==> config.mk <==
export PLATFORM = sky130hd
export DESIGN_NAME = nonce_gen
export DESIGN_NICKNAME = d
export VERILOG_FILES = /design/src/rtl/nonce_gen_pkg.sv /design/src/rtl/nonce_gen_wait_timer.sv /design/src/rtl/nonce_gen.sv
export SDC_FILE = /design/constraint.sdc
export NUM_CORES = 1
export LEC_CHECK = 0
export ABC_AREA = 1
export CAP_MARGIN = 20
export CORE_AREA = 4 4 133 135
export CTS_CLUSTER_DIAMETER = 200
export DETAILED_ROUTE_END_ITERATION = 7
export DIE_AREA = 0 0 137 139
export PLACE_DENSITY_LB_ADDON = 0.08
export SLEW_MARGIN = 20
export SYNTH_ARGS = -nofsm -noshare
export SYNTH_HDL_FRONTEND = slang
export SYNTH_SLANG_ARGS = --single-unit
==> constraint.sdc <==
create_clock -name clk -period 3.75 [get_ports clk]
set_clock_uncertainty 0.15 [all_clocks]
set_input_delay 0.5625 -clock clk [delete_from_list [all_inputs] [get_ports clk]]
set_output_delay 0.5625 -clock clk [all_outputs]
set_load 0.05 [all_outputs]
==> src/rtl/nonce_gen_pkg.sv <==
// Shared definitions for the nonce search path (nonce_gen, concatenador, hash core).
package nonce_pkg;

  localparam int NONCE_W_DEF = 32;
  localparam int HASH_W_DEF  = 24;

  typedef enum logic [2:0] {
    ST_IDLE      = 3'd0,
    ST_ISSUE     = 3'd1,
    ST_WAIT      = 3'd2,
    ST_FOUND     = 3'd3,
    ST_EXHAUSTED = 3'd4,
    ST_ERROR     = 3'd5
  } state_t;

endpackage

==> src/rtl/nonce_gen_wait_timer.sv <==
// Bounded wait counter: cleared per trial, o_expire flags the last allowed wait cycle.
module wait_timer #(
  parameter int TIMEOUT = 16
) (
  input  logic clk,
  input  logic reset_L,
  input  logic i_clr,
  input  logic i_en,
  output logic o_expire
);

  localparam int CNT_W = (TIMEOUT > 1) ? $clog2(TIMEOUT) : 1;

  logic [CNT_W-1:0] r_cnt;

  // Expire on the TIMEOUT-th enabled cycle after a clear; the count saturates there.
  assign o_expire = (r_cnt == CNT_W'(TIMEOUT - 1));

  always_ff @(posedge clk) begin
    if (!reset_L) begin
      r_cnt <= '0;
    end else if (i_clr) begin
      r_cnt <= '0;
    end else if (i_en && !o_expire) begin
      r_cnt <= r_cnt + 1'b1;
    end
  end

endmodule

==> src/rtl/nonce_gen.sv <==
// Nonce search sequencer: issues trial nonces, waits for the hash core, and
// reports a hit, range exhaustion or a hash-core timeout.
module nonce_gen
  import nonce_pkg::*;
#(
  parameter int NONCE_W   = NONCE_W_DEF,
  parameter int HASH_W    = HASH_W_DEF,
  parameter int MAX_TRIES = 0,
  parameter int TIMEOUT   = 16
) (
  input  logic               clk,
  input  logic               reset_L,
  input  logic               start,
  input  logic               abort,
  input  logic [NONCE_W-1:0] nonce_base,
  input  logic [HASH_W-1:0]  target,
  input  logic               hash_valid,
  input  logic [HASH_W-1:0]  hash,
  output logic [NONCE_W-1:0] nonce,
  output logic               nonce_valid,
  output logic               busy,
  output logic               found,
  output logic               exhausted,
  output logic               timeout_err,
  output logic [NONCE_W-1:0] nonce_found,
  output logic [31:0]        attempts
);

  localparam logic [31:0] LP_MAX_TRIES = 32'(MAX_TRIES);

  state_t             r_state;
  logic [NONCE_W-1:0] r_nonce;
  logic [NONCE_W-1:0] r_nonce_found;
  logic [HASH_W-1:0]  r_target;
  logic [31:0]        r_attempts;
  logic               r_nonce_valid;
  logic               r_busy;
  logic               r_found;
  logic               r_exhausted;
  logic               r_timeout_err;

  logic               w_timer_clr;
  logic               w_timer_en;
  logic               w_expire;
  logic [31:0]        w_attempts_nxt;
  logic               w_hit;
  logic               w_range_end;

  assign w_timer_clr    = (r_state == ST_ISSUE);
  assign w_timer_en     = (r_state == ST_WAIT);
  assign w_attempts_nxt = r_attempts + 32'd1;
  assign w_hit          = (hash < r_target);
  // The search never wraps past all-ones; a nonzero MAX_TRIES can end it earlier.
  assign w_range_end    = (r_nonce == '1) ||
                          ((MAX_TRIES != 0) && (w_attempts_nxt == LP_MAX_TRIES));

  wait_timer #(
    .TIMEOUT (TIMEOUT)
  ) u_wait_timer (
    .clk      (clk),
    .reset_L  (reset_L),
    .i_clr    (w_timer_clr),
    .i_en     (w_timer_en),
    .o_expire (w_expire)
  );

  always_ff @(posedge clk) begin
    if (!reset_L) begin
      r_state       <= ST_IDLE;
      r_nonce       <= '0;
      r_nonce_found <= '0;
      r_target      <= '0;
      r_attempts    <= '0;
      r_nonce_valid <= 1'b0;
      r_busy        <= 1'b0;
      r_found       <= 1'b0;
      r_exhausted   <= 1'b0;
      r_timeout_err <= 1'b0;
    end else begin
      r_nonce_valid <= 1'b0;
      case (r_state)
        ST_ISSUE: begin
          if (abort) begin
            r_state <= ST_IDLE;
            r_busy  <= 1'b0;
          end else begin
            r_state <= ST_WAIT;
          end
        end
        // abort outranks a same-cycle hash result so no flag is raised.
        ST_WAIT: begin
          if (abort) begin
            r_state <= ST_IDLE;
            r_busy  <= 1'b0;
          end else if (hash_valid) begin
            r_attempts <= w_attempts_nxt;
            if (w_hit) begin
              r_nonce_found <= r_nonce;
              r_found       <= 1'b1;
              r_state       <= ST_FOUND;
              r_busy        <= 1'b0;
            end else if (w_range_end) begin
              r_exhausted <= 1'b1;
              r_state     <= ST_EXHAUSTED;
              r_busy      <= 1'b0;
            end else begin
              r_nonce       <= r_nonce + 1'b1;
              r_state       <= ST_ISSUE;
              r_nonce_valid <= 1'b1;
            end
          end else if (w_expire) begin
            r_timeout_err <= 1'b1;
            r_state       <= ST_ERROR;
            r_busy        <= 1'b0;
          end
        end
        default: begin
          if (start) begin
            r_nonce       <= nonce_base;
            r_target      <= target;
            r_attempts    <= '0;
            r_found       <= 1'b0;
            r_exhausted   <= 1'b0;
            r_timeout_err <= 1'b0;
            r_nonce_valid <= 1'b1;
            r_busy        <= 1'b1;
            r_state       <= ST_ISSUE;
          end
        end
      endcase
    end
  end

  assign nonce       = r_nonce;
  assign nonce_valid = r_nonce_valid;
  assign busy        = r_busy;
  assign found       = r_found;
  assign exhausted   = r_exhausted;
  assign timeout_err = r_timeout_err;
  assign nonce_found = r_nonce_found;
  assign attempts    = r_attempts;

endmodule

==> flow_summary_export.csv, run 1 <==
group,metric,value,unit
cells_and_area,synthToLayoutAreaGrowth,36.5,%
floorplanning,die_x,137,um
sta,finalSetupViolCount,0,
clock_network,clock_latency,420,ps
floorplanning,start_util,44.3,%
critical_path,crit_top_cell,"nor2_1",
clock_network,h-tree-depth,4,
yosys,synth_area_leaders,"dfxtp_1 (36%), nand2_1 (15%), nor2_1 (7.4%)",
critical_path,end_kind,"flop",
cells_and_area,drive_above_1_share,4.98,%
routing,wirelength,22400,um
routing,wl_per_cell,14.9,um
critical_path,path_class,"in -> reg",
yosys,async_flop_share,0,%
placed_design,dp_slack,605,ps
critical_path,critPathSlowestCell,"clkdlybuf4s50_1",
global_route,grt_usage,23.5,%
global_route,grt_max_degree,55,
sta,drv_slew,0,
sta,worst_pin_slew,1050,ps
critical_path,arrival,2850,ps
sta,timing.fmax,0.371,GHz
placed_design,dp.final_hpwl,16000,um
floorplanning,core-area,16500,um^2
clock_network,hold_buffers,0,
min_path,holdCritPathClass,"reg -> reg",
yosys,synthFlopType,"dfxtp_1",
critical_path,cpLargestDelayFamily,"simple AND/OR/NAND/NOR gates",
critical_path,cp_slowest_stage_delay,400,ps
sta,period_needed,2700,ps
power,peakVddDrop,0.000343,V
routing,firstDrtPassIters,5,
sta,finalWorstSetupSlack,1050,ps
flow_run,max_cap_viol_count,0,
global_route,grt_pass1_vias,7465,
routing,vias,7714,
clock_network,clkTransAtPathRegs,50,ps
cells_and_area,diodes,0,
power,leakage,3.81,nW
yosys,synth_edf_count,0,
floorplanning,row_count,47,
critical_path,path_buf_inv,2,
clock_network,cts_setup_buffers,0,
cells_and_area,finish.instance_area,9950,um^2
critical_path,cp.required,3910,ps
global_route,grt-ovfl-total,0,
placed_design,placed_area,9300,um^2
cells_and_area,layout.nets,1383,
critical_path,cp_cell_sequence,"clkdlybuf4s50_1, ha_1, nand2_1, nor2_1, nand3_1, nor2_1, nand2_1, nand2_1, nand2_2, nand2_4, clkinv_2, nor2_1, nor2_1",
yosys,netlist_instances,1102,
cells_and_area,finalNonFillerCells,1504,
cells_and_area,nFillCells,1573,
global_route,grt_pass1_wl,36400,um
sta,finalHoldViolCount,0,
yosys,synth_top_cells_by_count,"nand2_1 (288), nor2_1 (143), dfxtp_1 (132), a21oi_1 (101), inv_1 (88)",
yosys,yosysSeqAreaShare,36.2,%
yosys,yosysMostFrequentCell,"nand2_1",
sta,rsz0062_at_grt,"false",
routing,ant_nets,0,
clock_network,cts-root-buf,"clkbuf_16",
floorplanning,die-area,19000,um^2
status,status,"finished, final reports clean",
yosys,synth_area_per_cell,6.62,um^2
yosys,synth_cell_type_count,39,
clock_network,cts_num_sinks,132,
routing,drtIter0Drc,613,
routing,drc_errors,0,
floorplanning,io_pins,186,
clock_network,cts-resized-gates,0,
sta,slew_headroom,29.7,%
routing,viasPerCell,5.13,
floorplanning,die_h,139,um
clock_network,tritoncts,"built",
power,power,0.00441,W
clock_network,clk_path_buf_depth,2,
placed_design,gp_congestion,0.932,
yosys,yosys_warnings,0,
placed_design,place_inst,1473,
yosys,ys_seq_elements,132,
yosys,synth_nets,1213,
clock_network,cts_buffers,17,
sta,post-route-period-util,71.9,%
global_route,antenna_found_initial,0,
critical_path,cp_max_fo,29,
critical_path,startpoint_type,"input port",
yosys,synth_top_area_share,36.2,%
placed_design,port_buffers,185,
yosys,syn_area,7290,um^2
sta,tns,0,ps
power,power.density,443,nW/um^2
yosys,synth.largest_area_cell,"dfxtp_1",
-- worst min-delay path: cells and delay by family, from the launching register on --
family / cells / cell delay [ps]
flip-flops: 1 / 310
AO/OA/AOI/OAI: 1 / 50
buffers and inverters: 1 / 50
-- flip-flops by register name, summed over array words and instances (netlist names) --
register            flops
timeout_err             1
u_wait_timer.r_cnt      4
nonce                  32
busy                    1
found                   1
nonce_valid             1
exhausted               1
nonce_found            32
attempts               32
r_state                 3
r_target               24
-- routing by layer --
layer / GRT usage [%] / vias to the layer above / wire length [um]
li1: - / 3945 / -
met1: 30.0 / 3461 / 9900
met2: 39.6 / 265 / 10700
met3: 4.32 / 43 / 1290
met4: 8.35 / 0 / 493
met5: 0 / - / 0
-- cells by family after synthesis --
kind of cell,Yosys count,synth area share [%]
AOI/OAI and AO/OA,204,14.7
xor gates and xnor gates,29,3.48
adders and majority gates,26,4.46
buffers and inverters,138,7.52
DFF,132,36.2
and+or+nand+nor,573,33.6
-- power breakdown --
part / total [W] / switching [W] / internal (W)
logic: 0.000958 / 0.000619 / 0.000339
registers: 0.00161 / 0.000113 / 0.00150
clock network: 0.00184 / 0.000628 / 0.00121
-- stage by stage --
stage | hold WS [ps] | utilization, %
detailed placement | 294 | 56.5
floorplan | 283 | -
global placement | 288 | 56.5
CTS | 302 | 60.5
finish | 299 | 60.5
global route | 324 | 60.5
-- final cells by class --
type	count	area, um^2	area share [%]
Tap cell	220	275	2.77
Clock inverter	12	204	2.05
Timing Repair Buffer	196	1930	19.4
Clock buffer	19	453	4.55
Inverter	93	350	3.52
Multi-Input combinational cell	832	4100	41.2
Sequential cell	132	2640	26.5
-- worst paths after layout --
path | from | endpoint | slack (ps) | depth (start not counted)
worst max register to register | r_state[2]$_SDFFE_PN0P_ | attempts[4]$_SDFFE_PN0P_ | 1090 | 10
worst max-delay path | hash[23] | nonce[3]$_SDFFE_PN0P_ | 1050 | 13
worst min register to register | exhausted$_SDFFE_PN0P_ | exhausted$_SDFFE_PN0P_ | 300 | 2
worst min-delay path | exhausted$_SDFFE_PN0P_ | exhausted$_SDFFE_PN0P_ | 300 | 2
-- placed cells by master, fill, tap and decap left out, types with 2 or more instances in the layout --
| cell type | instances |
|---|---|
| a21o_1 | 8 |
| a21oi_1 | 101 |
| a221oi_1 | 2 |
| buf_4 | 11 |
| bufinv_16 | 5 |
| clkbuf_16 | 17 |
| clkbuf_8 | 2 |
| clkdlybuf4s50_1 | 184 |
| clkinv_2 | 2 |
| clkinv_4 | 3 |
| clkinvlp_4 | 3 |
| dfxtp_1 | 132 |
| ha_1 | 26 |
| inv_1 | 88 |
| inv_2 | 3 |
| nand2_1 | 288 |
| nand2_2 | 4 |
| nand3_1 | 67 |
| nand3b_1 | 2 |
| nand4_1 | 22 |
| nor2_1 | 143 |
| nor2_2 | 3 |
| nor2_4 | 5 |
| nor3_1 | 28 |
| nor3b_1 | 4 |
| nor4_1 | 2 |
| o21a_1 | 3 |
| o21ai_0 | 83 |
| or2_2 | 2 |
| xnor2_1 | 10 |
| xor2_1 | 19 |
Power figures use the tool's default switching activity.
==> run 2: changes to the inputs <==
Clock period 3.75 ns to 2.67 ns, I/O delays scaled along.
==> flow_summary_export.csv, run 2 (synthesis results as in run 1) <==
group,metric,value,unit
sta,tns,0,ps
routing,vias,7761,
sta,finalSetupViolCount,0,
global_route,grt_pass1_wl,37300,um
clock_network,cts-root-buf,"clkbuf_16",
sta,drv_slew,0,
sta,slew_headroom,59.3,%
sta,post-route-period-util,88.6,%
floorplanning,start_util,44.3,%
power,p_comb_share,23.0,%
routing,wl_per_cell,14.9,um
flow_run,max_cap_viol_count,0,
critical_path,arrival,2520,ps
sta,finalHoldViolCount,0,
critical_path,r2r_setup_slack,300,ps
clock_network,cts-resized-gates,0,
power,switching_share,30.9,%
cells_and_area,drive_above_1_share,6.07,%
power,power,0.00622,W
global_route,grt_usage,23.9,%
routing,ant_nets,0,
placed_design,dp.final_hpwl,16500,um
min_path,holdCritPathClass,"in -> reg",
clock_network,clock_latency,420,ps
power,power.density,615,nW/um^2
placed_design,gp_congestion,0.976,
clock_network,cts_buffers,17,
global_route,grt-ovfl-total,0,
global_route,grt_max_degree,60,
cells_and_area,synthToLayoutAreaGrowth,38.9,%
clock_network,clk_path_buf_depth,2,
routing,wirelength,22600,um
critical_path,path_class,"reg -> reg",
critical_path,cp_max_fo,4,
routing,drtIter0Drc,505,
critical_path,regToRegStartpoint,"nonce[0]$_SDFFE_PN0P_",
floorplanning,die_h,139,um
power,pwr-share-clk,40.9,%
critical_path,cp-endpoint,"r_state[0]$_SDFFE_PN0P_",
routing,drc_errors,0,
sta,whs,297,ps
power,leakage,3.91,nW
clock_network,tritoncts,"built",
floorplanning,io_pins,186,
cells_and_area,layout_common_cells,"nand2_1 (288), clkdlybuf4s50_1 (184), nor2_1 (143)",
cells_and_area,nFillCells,1604,
global_route,grt_pass1_vias,7614,
sta,period_needed,2370,ps
power,p_seq_share,36.1,%
floorplanning,die-area,19000,um^2
clock_network,h-tree-depth,4,
cells_and_area,final_common_cell,"nand2_1",
critical_path,cp.required,2820,ps
sta,timing.fmax,0.423,GHz
cells_and_area,diodes,0,
sta,worst_pin_slew,610,ps
power,p_int,0.00430,W
floorplanning,core-area,16500,um^2
critical_path,reg2reg_to,"r_state[0]$_SDFFE_PN0P_",
clock_network,cts_num_sinks,132,
critical_path,r2r_cells,10,
floorplanning,row_count,47,
critical_path,critPathLaunch,"nonce[0]$_SDFFE_PN0P_",
cells_and_area,layout.nets,1400,
floorplanning,die_x,137,um
power,switchingPower,0.00192,W
power,peakVddDrop,0.000482,V
clock_network,clkTransAtPathRegs,60,ps
status,status,"finished, final reports clean",
critical_path,startpoint_type,"flop",
routing,firstDrtPassIters,5,
sta,finalWorstSetupSlack,305,ps
critical_path,end_kind,"flop",
sta,rsz0062_at_grt,"false",
clock_network,cts_setup_buffers,0,
placed_design,port_buffers,185,
cells_and_area,final_util,61.5,%
placed_design,dp_slack,-99.8,ps
clock_network,hold_buffers,0,
routing,viasPerCell,5.10,
global_route,antenna_found_initial,0,
[run 2: cell type report]
type / instances / area, um^2 / share of cell area (%)
Clock inverter: 8 / 148 / 1.46
Clock buffer: 23 / 488 / 4.82
Multi-Input combinational cell: 832 / 4100 / 40.5
Tap cell: 220 / 275 / 2.72
Sequential cell: 132 / 2640 / 26.1
Timing Repair Buffer: 213 / 2120 / 20.9
Inverter: 93 / 350 / 3.46
[run 2: per-layer routing]
metal  GRT usage (%)  share of wire, %  up-vias
li1                -                 -     3977
met1            30.5                43     3544
met2            40.2                49      203
met3            4.83               5.7       37
met4            7.88               2.0        0
met5               0                 0        -
[run 2: power groups by stage]
| stage | combinational, W | sequential (W) | clock [W] |
|---|---|---|---|
| CTS | 0.00144 | 0.00224 | 0.00257 |
| detailed placement | 0.00144 | 0.00229 | 0 |
| finish | 0.00143 | 0.00225 | 0.00254 |
| global placement | 0.00143 | 0.00228 | 0 |
| global route | 0.00158 | 0.00227 | 0.00266 |
| floorplan | 0.000618 | 0.00254 | 0 |
[run 2: how the worst min path moves through the flow]
stage | slack, ps | startpoint | to | cells past startpoint
6_report | 300 | reset_L | exhausted$_SDFFE_PN0P_ | 3
5_1_grt | 320 | reset_L | timeout_err$_SDFFE_PN0P_ | 3
4_1_cts | 290 | reset_L | exhausted$_SDFFE_PN0P_ | 3
3_5_place_dp | 300 | exhausted$_SDFFE_PN0P_ | exhausted$_SDFFE_PN0P_ | 2
3_3_place_gp | 290 | exhausted$_SDFFE_PN0P_ | exhausted$_SDFFE_PN0P_ | 2
2_1_floorplan | 280 | r_target[10]$_SDFFE_PN0P_ | r_target[10]$_SDFFE_PN0P_ | 2
[run 2: per-stage QoR]
stage	cells	cell area, um^2
3_3_place_gp	1490	9490
3_5_place_dp	1490	9490
6_report	1521	10100
2_1_floorplan	1102	7290
5_1_grt	1521	10100
4_1_cts	1521	10100
[run 2: worst max-delay path: stages (launching register included)]
cell,delay (ps)
dfxtp_1,330
ha_1,230
nand2_1,130
nor2_4,170
nand2_1,140
inv_1,150
nand4_1,120
nor3b_1,460
nand2_1,130
o21ai_0,170
a21oi_1,80
